## config.mk

```make
export PLATFORM = sky130hd
export DESIGN_NAME = reg_dump_reader
export DESIGN_NICKNAME = d
export VERILOG_FILES = /design/src/rtl/reg_dump_reader.sv
export SDC_FILE = /design/constraint.sdc
export NUM_CORES = 1
export LEC_CHECK = 0
export CAP_MARGIN = 40
export CORE_MARGIN = 1
export CORE_UTILIZATION = 38
export DETAILED_ROUTE_END_ITERATION = 10
export DONT_BUFFER_PORTS = 1
export GPL_TIMING_DRIVEN = 0
export PLACE_DENSITY = 0.55
export SYNTH_ARGS = -nofsm -noshare
export SYNTH_HDL_FRONTEND = slang
export SYNTH_SLANG_ARGS = --single-unit
```

## constraint.sdc

```tcl
create_clock -name clk -period 1.45 [get_ports clk]
set_input_delay 0.0725 -clock clk [delete_from_list [all_inputs] [get_ports clk]]
set_output_delay 0.0725 -clock clk [all_outputs]
set_load 0.02 [all_outputs]
```

## src/rtl/reg_dump_reader.sv

```systemverilog
// reg_dump_reader: walks the register file through one read port and streams {addr,data} beats over valid/ready.
//   clk        rising-edge clock
//   rst_n      asynchronous active-low reset
//   start      one-cycle dump request, honoured only when idle
//   abort      cancels a dump in progress without a done pulse
//   rd_addr    register file read address
//   rd_data    combinational register file read data for rd_addr
//   out_valid  out_addr/out_data hold a beat
//   out_ready  sink accepts the beat when out_valid && out_ready
//   out_addr   register index of the current beat
//   out_data   captured register value
//   freeze     core must hold register writes while high
//   busy       high in every state except IDLE
//   done       one-cycle pulse after the final beat is accepted
module reg_dump_reader #(
    parameter int PW        = 3,
    parameter int DW        = 8,
    parameter int FIRST_REG = 0
) (
    input  logic          clk,
    input  logic          rst_n,
    input  logic          start,
    input  logic          abort,
    output logic [PW-1:0] rd_addr,
    input  logic [DW-1:0] rd_data,
    output logic          out_valid,
    input  logic          out_ready,
    output logic [PW-1:0] out_addr,
    output logic [DW-1:0] out_data,
    output logic          freeze,
    output logic          busy,
    output logic          done
);
    typedef enum logic [1:0] {IDLE, READ, SEND, DONE} state_t;

    localparam logic [PW-1:0] FIRST = PW'(FIRST_REG);
    localparam logic [PW-1:0] LAST  = {PW{1'b1}};

    state_t        state, next;
    logic [PW-1:0] index;

    assign rd_addr = index;
    assign busy    = state != IDLE;
    assign freeze  = busy;

    // abort outranks everything once busy; the last index ends the dump instead of wrapping
    always_comb begin
        next = state;
        case (state)
            IDLE:    next = start ? READ : IDLE;
            READ:    next = abort ? IDLE : SEND;
            SEND:    next = abort ? IDLE : !out_ready ? SEND : index == LAST ? DONE : READ;
            default: next = IDLE;
        endcase
    end

    always_ff @(posedge clk or negedge rst_n) begin
        if (!rst_n) begin
            state     <= IDLE;
            index     <= '0;
            out_valid <= 1'b0;
            out_addr  <= '0;
            out_data  <= '0;
            done      <= 1'b0;
        end else begin
            state     <= next;
            out_valid <= next == SEND;
            done      <= next == DONE;
            if (state == IDLE && start)
                index <= FIRST;
            else if (state == SEND && next == READ)
                index <= index + 1'b1;
            if (state == READ && next == SEND) begin
                out_addr <= index;
                out_data <= rd_data;
            end
        end
    end
endmodule

```

==> impl_metrics.toml <==
[timing]
period_needed_ns = 1.57
tightest_slew_ns = 0.789
fin_setup_tns_ns = -0.332
rsz0062_at_grt = "true"
period_share_pct = 109
finalHoldViolations = 0
fmax_mhz = 635
slew_headroom_pct = 47.3
finalSetupViolCount = 3
drv_slew = 0
hold-worst-slack_ns = 0.0115
setup_ws_ns = -0.124
clock-skew-final_ns = 0.00108

[status]
run_status = "complete, but fails checks"
violations = "setup timing"

[power]
ir_worst_vdd_v = 0.000877
power.switching_w = 0.000532
p_int_w = 0.00102
swShare_pct = 34.2
clockPowerShare_pct = 19.4
p_per_area_mw_per_mm2 = 1430
p_seq_share_pct = 58.2
p_comb_share_pct = 22.4
p_leak_nw = 0.478

[route]
wl_per_cell_um = 15.0
drtIter0Drc = 2
drc = 0
ant_nets = 0
via_per_inst = 5.07
finalWirelength_mm = 1.49
num_vias = 502
drt_pass1_iterations = 2

[finish]
layout-drive-gt1-share_pct = 48.6
seq_area_um2 = 455
fill_cells = 178
multi_input_area_um2 = 402
nets = 88
num_antenna_cells = 0
fin_util_pct = 54.3
area_delta_synth_final_pct = 32.3

[floorplan]
die-area_mm2 = 0.00235
die_y_um = 48.5
core-area_mm2 = 0.00200
rows = 16
start_util_pct = 41.1
die_w_um = 48.5
io_pins = 31

[logic_synthesis]
yosys.area.top_type = "dfrtp_1"
async_flop_share_pct = 100
yosys-top-cells-area = "dfrtp_1, mux2_4, nor2b_4, ha_1, a221o_1"
synth_nets = 69
ys_seq_area_share_pct = 54.8
syn-cell-area_um2 = 822
syn_inst = 54
synth_edf_count = 0
synth_seq_cells = 18
synth_flop_cell = "dfrtp_1"
synth_most_common_cell = "dfrtp_1"
synth_top_area_share_pct = 54.8
post_synth_num_cell_types = 20
avgSynthCellArea_um2 = 15.2
synth_commonest_cells = "dfrtp_1, mux2_4"
yosysWarnings = 0

[global_routing]
gr-total-overflow = 0
grt_pass1_wl_mm = 2.59
antenna_found_initial = 0
grt_max_degree = 19
grt_pass1_vias = 534
grt_use_total_pct = 15.0

[worst_setup_path]
cp.required_ns = 1.63
cp_data_arrival_time_ns = 1.76
end_kind = "register"
crit_path_start_kind = "register"
worst-path-max-fanout = 5
path_class = "register to register"

[clock_tree]
cts_tree = "yes"
clockBufferDepth = 2
htreeDepth = 1
cts_made_buffers = 3
ctsRootBufferMaster = "clkbuf_4"
clk_pin_slew_ns = 0.10
cts.sinks = 18
clkLatencyLatePin_ns = 0.29

[min_path]
hp-class = "input pin to register"

[job]
cap_violations = 0

[placed_design]
place.port_buffers = 0
place.gp.congestion = 0.710
hpwl_mm = 1.02
path summary, 6_finish.rpt:
kind | startpoint | endpoint | slack [ns] | depth (start not counted)
worst max-delay path | rd_addr[1] | rd_addr[2] | -0.12 | 5
worst min-delay path | abort | state[0] | 0.01 | 2
worst max register to register | rd_addr[1] | rd_addr[2] | -0.12 | 5
worst min register to register | state[0] | state[0] | 0.55 | 1
max in group asynchronous | rst_n | state[1] | 0.61 | 1
min in group asynchronous | rst_n | out_data[4] | 0.30 | 1
layout make-up:
type	count	area share [%]
well taps	27	3.11
clock buffers	4	3.34
flip-flops and latches	18	41.9
repair buffers	14	12.2
multi-input cells	34	36.9
plain buffers	2	2.53
placed cells by master (no fill, tap or decap):
cell / n
dfrtp_1: 14
dlygate4sd3_1: 11
mux2_4: 10
buf_4: 4
dfrtp_2: 4
clkbuf_4: 3
nand2b_1: 2
and2b_2: 2
nor2b_4: 2
a221o_1: 2
ha_4: 2
a21oi_2: 1
nor2_1: 1
or2_2: 1
nand3b_1: 1
a21oi_1: 1
nor3_1: 1
nor3b_1: 1
buf_12: 1
nand4bb_4: 1
nor2_4: 1
and3_4: 1
mux2_2: 1
and3_1: 1
nand2_1: 1
a2bb2oi_1: 1
clkbuf_8: 1
state kept, by name, indices dropped and copies added (netlist names):
signal     flops
rd_addr        3
out_valid      1
out_addr       3
done           1
state          2
out_data       8
metal layers:
metal | part of all wire (%) | wire length, µm | global-route usage (%)
met1 | 40 | 599 | 18.5
met2 | 49 | 735 | 22.3
met3 | 8.8 | 131 | 8.49
met4 | 1.5 | 23 | 4.41
met5 | 0 | 0 | 0
through the flow:
| step | std cells | area, µm² | setup WS (ns) | power, W |
|---|---|---|---|---|
| detailed placement | 81 | 883 | -0.189 | 0.00122 |
| global placement | 81 | 883 | -0.189 | 0.00120 |
| floorplan | 54 | 850 | -0.106 | 0.00115 |
| global route | 99 | 1090 | -0.181 | 0.00165 |
| finish | 99 | 1090 | -0.124 | 0.00156 |
| CTS | 96 | 1050 | -0.147 | 0.00157 |
critical path, cell delays in order, from the launching register on:
cell       delay [ns]
dfrtp_2          0.50
ha_4             0.19
ha_4             0.15
nand4bb_4        0.19
and3_4           0.18
a221o_1          0.25
kinds of logic (layout without fill, tap and decap cells):
family | count (synthesis) | in the layout | synth area share, %
flip-flops | 18 | 18 | 54.8
AO/OA/AOI/OAI | 5 | 5 | 4.72
AND/OR/NAND/NOR | 16 | 16 | 14.5
buffers and inverters | 2 | 20 | 3.35
multiplexers | 11 | 11 | 19.6
adder cells (fa/ha/maj) | 2 | 2 | 3.04
power groups by stage:
stage	sequential [W]	clock, W	combinational, W
CTS	0.000910	0.000322	0.000336
global placement	0.000910	0	0.000286
global route	0.000926	0.000339	0.000390
finish	0.000906	0.000302	0.000349
detailed placement	0.000914	0	0.000301
floorplan	0.000884	0	0.000269
repair_timing:
| action | in CTS | in global routing |
|---|---|---|
| hold endpoints to repair | 30 | 0 |
| buffers inserted | 0 | 3 |
| gates resized for setup | 2 | 5 |
| setup endpoints to repair | 3 | 17 |
| hold buffers | 11 | 0 |
| pin swaps | 2 | 2 |
Power figures use the tool's default switching activity.
